## src/rtl/icache_fill_ctrl.sv

```systemverilog
// Instruction-cache miss handler: requests a line, writes it into the victim way, forwards the critical word.
// Latency: miss accepted in IDLE -> mem_request next cycle; data writes/critical word combinational with mem_rvalid.
// Backpressure: busy stalls upstream for the whole fill; mem_request holds until mem_ack; rvalid gaps hold the fill.
module icache_fill_ctrl #(
    parameter int WAYS        = 2,
    parameter int LINE_W      = 4,
    parameter int LINE_ADDR_W = 6
) (
    input  logic                          clk,
    input  logic                          rst,
    input  logic                          lookup_valid,
    input  logic [31:0]                   lookup_addr,
    input  logic                          tag_hit,
    output logic                          busy,
    output logic                          mem_request,
    output logic [29:0]                   mem_addr,
    input  logic                          mem_ack,
    input  logic                          mem_rvalid,
    input  logic [31:0]                   mem_rdata,
    output logic                          data_we,
    output logic [WAYS-1:0]               data_way,
    output logic [LINE_ADDR_W+$clog2(LINE_W)-1:0] data_addr,
    output logic [31:0]                   data_wdata,
    output logic                          update,
    output logic [WAYS-1:0]               update_way,
    output logic                          miss_data_valid,
    output logic [31:0]                   miss_data
);
    localparam int SUB_W  = $clog2(LINE_W);
    localparam int BASE_W = 30 - SUB_W;

    typedef enum logic [1:0] {IDLE, REQ, FILL} state_t;

    state_t            state, state_nxt;
    logic [SUB_W-1:0]  cnt, cnt_nxt;
    logic [SUB_W-1:0]  offset;
    logic [BASE_W-1:0] line_base;
    logic [WAYS-1:0]   victim;
    logic              miss_take;

    logic unused_addr_bits;
    assign unused_addr_bits = &{1'b0, lookup_addr[1:0]};

    assign miss_take = (state == IDLE) && lookup_valid && !tag_hit;

    always_ff @(posedge clk) begin
        if (!rst) begin
            state  <= IDLE;
            cnt    <= '0;
            victim <= WAYS'(1);
        end else begin
            state <= state_nxt;
            cnt   <= cnt_nxt;
            // Rotate left; for WAYS=1 both terms are the same bit, so the pointer stays on way 0.
            if (update)
                victim <= (victim << 1) | (victim >> (WAYS - 1));
        end
    end

    // Miss context is only captured in IDLE, so it stays frozen for the whole fill.
    always_ff @(posedge clk) begin
        if (rst && miss_take) begin
            line_base <= lookup_addr[31:SUB_W+2];
            offset    <= lookup_addr[SUB_W+1:2];
        end
    end

    always_comb begin
        state_nxt       = state;
        cnt_nxt         = cnt;
        mem_request     = 1'b0;
        data_we         = 1'b0;
        update          = 1'b0;
        miss_data_valid = 1'b0;
        if (rst) begin
            case (state)
                IDLE: begin
                    if (miss_take)
                        state_nxt = REQ;
                end
                REQ: begin
                    mem_request = 1'b1;
                    if (mem_ack) begin
                        state_nxt = FILL;
                        cnt_nxt   = '0;
                    end
                end
                FILL: begin
                    if (mem_rvalid) begin
                        data_we = 1'b1;
                        cnt_nxt = cnt + SUB_W'(1);
                        if (cnt == offset)
                            miss_data_valid = 1'b1;
                        if (cnt == SUB_W'(LINE_W - 1)) begin
                            update    = 1'b1;
                            state_nxt = IDLE;
                        end
                    end
                end
                default: state_nxt = IDLE;
            endcase
        end
    end

    assign busy       = (state != IDLE);
    assign mem_addr   = {line_base, {SUB_W{1'b0}}};
    assign data_way   = victim;
    assign update_way = victim;
    assign data_addr  = {line_base[LINE_ADDR_W-1:0], cnt};
    assign data_wdata = mem_rdata;
    assign miss_data  = mem_rdata;
endmodule

```

## config.mk

```make
export PLATFORM = sky130hd
export DESIGN_NAME = icache_fill_ctrl
export DESIGN_NICKNAME = d
export VERILOG_FILES = /design/src/rtl/icache_fill_ctrl.sv
export SDC_FILE = /design/constraint.sdc
export NUM_CORES = 1
export LEC_CHECK = 0
export BUFFER_PORTS_ARGS = -buffer_cell sky130_fd_sc_hd__clkbuf_2
export CORE_ASPECT_RATIO = 1.25
export CORE_UTILIZATION = 32
export CTS_CLUSTER_DIAMETER = 100
export DETAILED_ROUTE_END_ITERATION = 8
export PLACE_DENSITY = 0.82
export SYNTH_ARGS = -nofsm -noshare
export SYNTH_HDL_FRONTEND = slang
export SYNTH_SLANG_ARGS = --single-unit
```

## constraint.sdc

```tcl
create_clock -name clk -period 2.8 [get_ports clk]
set_input_delay 0.28 -clock clk [delete_from_list [all_inputs] [get_ports clk]]
set_output_delay 0.28 -clock clk [all_outputs]
set_load 0.05 [all_outputs]
```

* Word level (Yosys, flattened, before mapping) *
Index checks and enable logic that the tools add are counted.

cells by class
  add/sub/neg operators = 1
  eq/ne operators = 8
  multiplexer cells = 21
  bitwise operators = 1
  reductions and logical operators = 9

operators by type and width
  cell                                                              count
  1-bit 2-to-1 mux                                                  13
  2-bit 2-to-1 mux                                                  6
  2-bit != test (second input constant)                             4
  2-bit one-hot mux with 3 select lines                             1
  2-bit == test (second input constant)                             2
  2-bit one-hot mux with 2 select lines                             1
  4-bit AND reduction                                               1
  2-bit nonzero test                                                2
  1-bit logical AND                                                 3
  3-bit AND reduction                                               1
  2-bit by 1-bit adder with 2-bit output (second input constant)    1
  2-bit by 1-bit == test with 1-bit output (second input constant)  1
  2-bit == test                                                     1
  2-bit logical NOT                                                 1
  2-bit by 1-bit bitwise OR with 2-bit output                       1
  1-bit logical NOT                                                 1

word-level totals
  bits in registers = 36
  input bits = 70
  output and inout port bits = 111
  logic and storage cells = 45

* Longest topological paths before layout *
Gate-level depths: netlist (run 1).

  word-level depth = 5
  mapped depth = 4
  gate-level depth less buffers = 4

* Least setup slack after synthesis (run 1) *
OpenSTA, ideal clock, no wires.

  path kind = reg-to-reg
  from = register state[1]
  to = register line_base[0] (enable)
  setup time = 0.455 ns
  data arrival time = 2.624 ns
  data required time = 2.345 ns
  slack = -0.279 ns
  cell stages (with the launch flop) = 3
  buffers on the path = 0
  period minus slack after synthesis = 3.079 ns
  cells stage by stage = dfxtp_1 > or2b_1 > nor3_1

on the way
  cells in the longest elaborated chain, start to end = 4

RTL lines
  element                         line  RTL
  start, declared                 34    state_t state, state_nxt;
  start signal, assigned          52    state <= state_nxt;
  2-bit logical NOT               44    assign miss_take = (state == IDLE) && lookup_valid && !tag_hit;
  1-bit logical AND (2 in a row)  44
  1-bit logical AND               62    if (rst && miss_take) begin
  end signal, assigned            63    line_base <= lookup_addr[31:SUB_W+2];
  end, declared                   37    logic [BASE_W-1:0] line_base;

Every way passes these cells.
A chain may end at the register's enable or synchronous reset.

* Worst setup path after layout (run 1) *
  from = register state[0]
  to = output port miss_data_valid

on the way
  cells in the longest elaborated chain, start to end = 3

RTL lines
  element           line  RTL
  2-bit == test     76    case (state)
  1-bit 2-to-1 mux  76
  1-bit 2-to-1 mux  75    if (rst) begin
  end, declared     26    output logic miss_data_valid,

Every way passes these cells.

==> impl_metrics.tcl, run 1 <==
set metrics [dict create \
    die-width_um 69.00 \
    cts_made_buffers 5 \
    ff2ff_setup_slack_ns 1.09 \
    num_vias 938 \
    diodes 0 \
    clock_latency_ns 0.28 \
    hpwl_mm 3.004 \
    layoutNonFillerInstCount 223 \
    hold_viol 0 \
    p_leak_nw 0.8332 \
    die_area_um2 5916 \
    mostFrequentLayoutCells "clkbuf_2, edfxtp_1, nand2_1" \
    clk_pin_slew_ns 0.07 \
    synth-compound-area-share_pct 1.324 \
    gp_congestion 0.6658 \
    min_period_ns 1.814 \
    cp-startpoint "state[0]" \
    final_common_cell "clkbuf_2" \
    yosys_warnings 0 \
    cts_tree "done" \
    cts_setup_buffers 0 \
    routed_via_density 4.206 \
    setup_violations 0 \
    crit_path_cell_trace "and3b_1 -> nand2_1 -> nor3_1 -> clkbuf_2" \
    cts_resized 0 \
    core_um2 5405 \
    crit_required_ns 2.52 \
    final_max_slew_viol_count 0 \
    ir_worst_vdd_mv 0.4422 \
    drtIter0Drc 31 \
    slowest_stage "dfxtp_1" \
    r2r-start "state[1]" \
    synth_top_area_cell "edfxtp_1" \
    drcViolationCount 0 \
    ctsRootBufferMaster "clkbuf_8" \
    power_mw 1.172 \
    layout-drive-gt1-share_pct 59.75 \
    status "complete, no violations" \
    holdBufCountCts 0 \
    finalWorstSetupSlack_ns 0.9862 \
    drv_cap 0 \
    wl_mm 3.633 \
    cts.sinks 36 \
    cp.arrival_ns 1.53 \
    finalCritPeriodShare_pct 64.78 \
    place_ws_ns 0.9527 \
    worstHoldStart "lookup_addr[13]" \
    grt_pass1_vias 910 \
    antenna_found_initial 0 \
    grt_pass1_wl_mm 4.857 \
    antenna_left 0 \
    avgSynthCellArea_um2 12.56 \
    die_h_um 85.75 \
    clk_path_buf_depth 2 \
    critPathCaptureType "output port" \
    synth_cell_types 23 \
    ys_seq_area_share_pct 56.86 \
    synth-seq-cells 36 \
    num_rows 30 \
    yosys-top-cells-area "edfxtp_1, buf_4, dfxtp_1, nand2_1, mux2i_1" \
    cp-start-kind "register" \
    slowest_delay_ns 0.37 \
    io_pins 181 \
    synthCells 143 \
    netlist_area_um2 1795 \
    grt_util_all_layers_pct 12.06 \
    synthAdderAreaFrac_pct 0.6969 \
    critical_path_class "reg2out" \
    floorplan.initialDensity_pct 33.22 \
    dp.cells 215 \
    synth_top_family_by_area "buffers and inverters" \
    tns_ns 0 \
    hold_class "in2reg" \
    synth_xor_area_share_pct 0.9756 \
    netlist.area_leader.share_pct 50.17 \
    grt_max_degree 25 \
    powerDensity_nw_per_um2 631.8 \
    routedWlPerCell_um 16.29 \
    yosys-mux-area-fraction_pct 2.578 \
    synthSimpleGateAreaFrac_pct 5.784 \
    portBuffers 80 \
    rsz0062_at_grt "false" \
    path_max_fanout 6 \
    drtPass1Iterations 4 \
    finClkSkew_ns 0.004077 \
    h-tree-depth 2 \
    grt_overflow 0 \
    area_delta_synth_final_pct 3.275 \
    hold_ws_ns 0.1683 \
    nets 229 \
    fmax_ghz 0.5513 \
]
==> cells by family (layout without fill, tap and decap cells) <==
| kind of cell | count (synthesis) | in the layout |
|---|---|---|
| other | 1 | 2 |
| XOR/XNOR | 2 | 2 |
| multiplexers | 4 | 4 |
| adder cells (fa/ha/maj) | 1 | 1 |
| AO/OA/AOI/OAI | 3 | 3 |
| AND/OR/NAND/NOR | 19 | 19 |
| buffers and inverters | 77 | 92 |
| flip-flops | 36 | 36 |
==> Yosys cell counts <==
library cell	count
dfxtp_1	6
xor2_1	2
nor3_1	2
nand3b_1	1
nand2_1	8
and3b_1	1
ha_1	1
or2b_1	1
or2_2	1
mux2_4	1
buf_4	74
nor2_1	2
o22ai_1	1
a21boi_0	1
edfxtp_1	30
inv_1	3
conb_1	1
nor2b_1	1
mux2i_1	2
nor2b_4	1
nand2b_1	1
mux2_2	1
a21bo_2	1
==> path summary, 6_finish.rpt <==
check,to,cells past startpoint
max,miss_data_valid,4
min,line_base[9],1
max reg2reg,line_base[13],3
min reg2reg,data_way[1],2
==> registers in the layout, indices dropped and copies added, names as in the netlist <==
signal     count
offset         2
line_base     28
cnt            2
data_way       2
state          2
==> stage by stage <==
step,instance area (µm²),util [%]
floorplan,1804,-
global placement,1743,32.25
detailed placement,1743,32.25
CTS,1854,34.31
global route,1854,34.31
finish,1854,34.31
==> per-layer routing <==
metal / global-route usage (%) / vias up / wire length [µm]
met5: 0 / - / 0
met4: 7.792 / 0 / 170
met3: 10.77 / 27 / 690
met2: 18.01 / 94 / 1747
met1: 10.20 / 394 / 1026
li1: - / 423 / -
==> layout make-up <==
cell class	instances	area, µm²
Clock buffer	5	68.82
Clock inverter	3	42.54
Fill cell	578	3551
Inverter	3	11.26
Multi-Input combinational cell	31	222.7
Sequential cell	36	1021
Tap cell	64	80.08
Timing Repair Buffer	81	407.9
==> critical path: cells and delay by family (launching register included) <==
| family | cells | cell delay, ns |
|---|---|---|
| flops | 1 | 0.37 |
| simple gates | 3 | 0.58 |
| buf+inv | 1 | 0.30 |
==> power breakdown <==
group | leakage, nW | internal [mW] | switching, mW
combinational | 0.456 | 0.0347 | 0.0875
clock | 0.0541 | 0.263 | 0.183
sequential | 0.323 | 0.597 | 0.00641
Power figures use the tool's default switching activity.
==> run 2: changes to the inputs <==
==> constraint.sdc (replaced) <==
create_clock -name clk -period 1.5 [get_ports clk]
set_input_delay 0.15 -clock clk [delete_from_list [all_inputs] [get_ports clk]]
set_output_delay 0.15 -clock clk [all_outputs]
set_load 0.05 [all_outputs]
==> run 2 against run 1 <==
Against the previous run: global-route usage down 0.91 points; register-to-register slack got worse by 0.89 ns; die area unchanged; cell count is 0.45% higher.
==> impl_metrics.tcl, run 2 (synthesis results as in run 1) <==
set metrics [dict create \
    critPathCaptureType "output port" \
    ctsRootBufferMaster "clkbuf_8" \
    diodes 0 \
    die-width_um 69.00 \
    core_um2 5405 \
    cp-startpoint "cnt[0]" \
    cts.sinks 36 \
    r2r-start "state[1]" \
    num_rows 30 \
    n_fill_cell 543 \
    cts_made_buffers 5 \
    cp.arrival_ns 1.28 \
    multiInputGateArea_um2 237.7 \
    floorplan.initialDensity_pct 33.22 \
    hold_ws_ns 0.03505 \
    clk_path_buf_depth 2 \
    status "complete, no violations" \
    clock_latency_ns 0.28 \
    antenna_found_initial 0 \
    crit_path_cell_trace "ha_1 -> nand2_1 -> nor2b_4 -> buf_4" \
    cp-start-kind "register" \
    die_h_um 85.75 \
    critical_path_class "reg2out" \
    path_max_fanout 5 \
    slowest_stage "dfxtp_4" \
    grt_pass1_vias 884 \
    holdBufCountCts 0 \
    final_max_slew_viol_count 0 \
    wl_mm 3.413 \
    io_pins 181 \
    h-tree-depth 2 \
    largest_reg_flops 28 \
    layout-drive-gt1-share_pct 62.50 \
    crit_required_ns 1.35 \
    drtPass1Iterations 4 \
    dpl_cell_area_um2 1782 \
    finClkSkew_ns 0.006364 \
    gp_congestion 0.7024 \
    drcViolationCount 0 \
    min_period_ns 1.434 \
    num_vias 948 \
    area_delta_synth_final_pct 4.878 \
    fmax_ghz 0.6973 \
    regMostFlops "line_base" \
    cts_tree "done" \
    finalCritPeriodShare_pct 95.61 \
    nets 230 \
    rsz0062_at_grt "false" \
    clk_pin_slew_ns 0.07 \
    drv_cap 0 \
    grt_pass1_wl_mm 4.505 \
    cts_setup_buffers 0 \
    grt_util_all_layers_pct 11.15 \
    drtIter0Drc 49 \
    hold_class "in2reg" \
    grt_overflow 0 \
    setup_violations 0 \
    hold_viol 0 \
    mostFrequentLayoutCells "clkbuf_2, edfxtp_1, nand2_1" \
    final_area_um2 1883 \
    tns_ns 0 \
    worstHoldStart "lookup_addr[23]" \
    portBuffers 80 \
    die_area_um2 5916 \
    regArea_um2 1030 \
    p_leak_nw 0.8361 \
    grt_max_degree 31 \
    routed_via_density 4.232 \
    ir_worst_vdd_mv 0.4548 \
    hpwl_mm 2.736 \
    antenna_left 0 \
    final_common_cell "clkbuf_2" \
    slowest_delay_ns 0.37 \
    powerDensity_nw_per_um2 1070 \
    routedWlPerCell_um 15.24 \
]
==> run 2: worst max-delay path: cells and delay by family (launching register included) <==
kind	cells	cell delay, ns
DFF	1	0.37
and+or+nand+nor	2	0.26
buffers and inverters	1	0.22
adders and majority gates	1	0.14
==> run 2: final cells by class <==
type,count,share of cell area [%]
clock buffer,6,3.854
clock inverter,2,0.5980
inverter,3,0.5980
multi-input combinational,31,12.62
sequential,36,54.68
tap,64,4.252
timing repair buffer,82,23.39
==> run 2: final timing paths <==
check | slack [ns] | endpoint | depth (start not counted)
setup / recovery | 0.07 | update | 4
hold / removal | 0.04 | line_base[19] | 1
setup reg to reg | 0.20 | line_base[21] | 3
hold reg to reg | 0.49 | data_way[1] | 2
==> run 2: metal layers <==
| layer | up-vias | share of wire, % | GRT usage [%] |
|---|---|---|---|
| met3 | 32 | 15 | 7.713 |
| met1 | 417 | 29 | 9.114 |
| met4 | 0 | 6.1 | 9.276 |
| met2 | 74 | 50 | 17.48 |
| li1 | 425 | - | - |
| met5 | - | 0 | 0 |
==> run 2: repair_timing <==
item                       in CTS  in global routing
gates resized for setup         6                  2
pin swaps                       0                  1
setup endpoints to repair       3                  2
==> run 2: power breakdown <==
group / total, mW / leakage [nW] / switching [mW] / internal [mW]
registers: 1.12 / 0.325 / 0.00978 / 1.11
clock network: 0.656 / 0.0388 / 0.334 / 0.322
logic: 0.238 / 0.472 / 0.168 / 0.0702
==> run 2: per-stage QoR <==
stage	power, mW	cells	utilization [%]	setup slack [ns]
after floorplan	1.765	144	-	-0.2259
after global placement	1.378	216	32.96	0.1860
after detailed placement	1.384	216	32.96	0.1625
after CTS	2.046	224	34.81	0.002276
after global routing	2.098	224	34.84	0.01174
final	2.016	224	34.84	0.06584
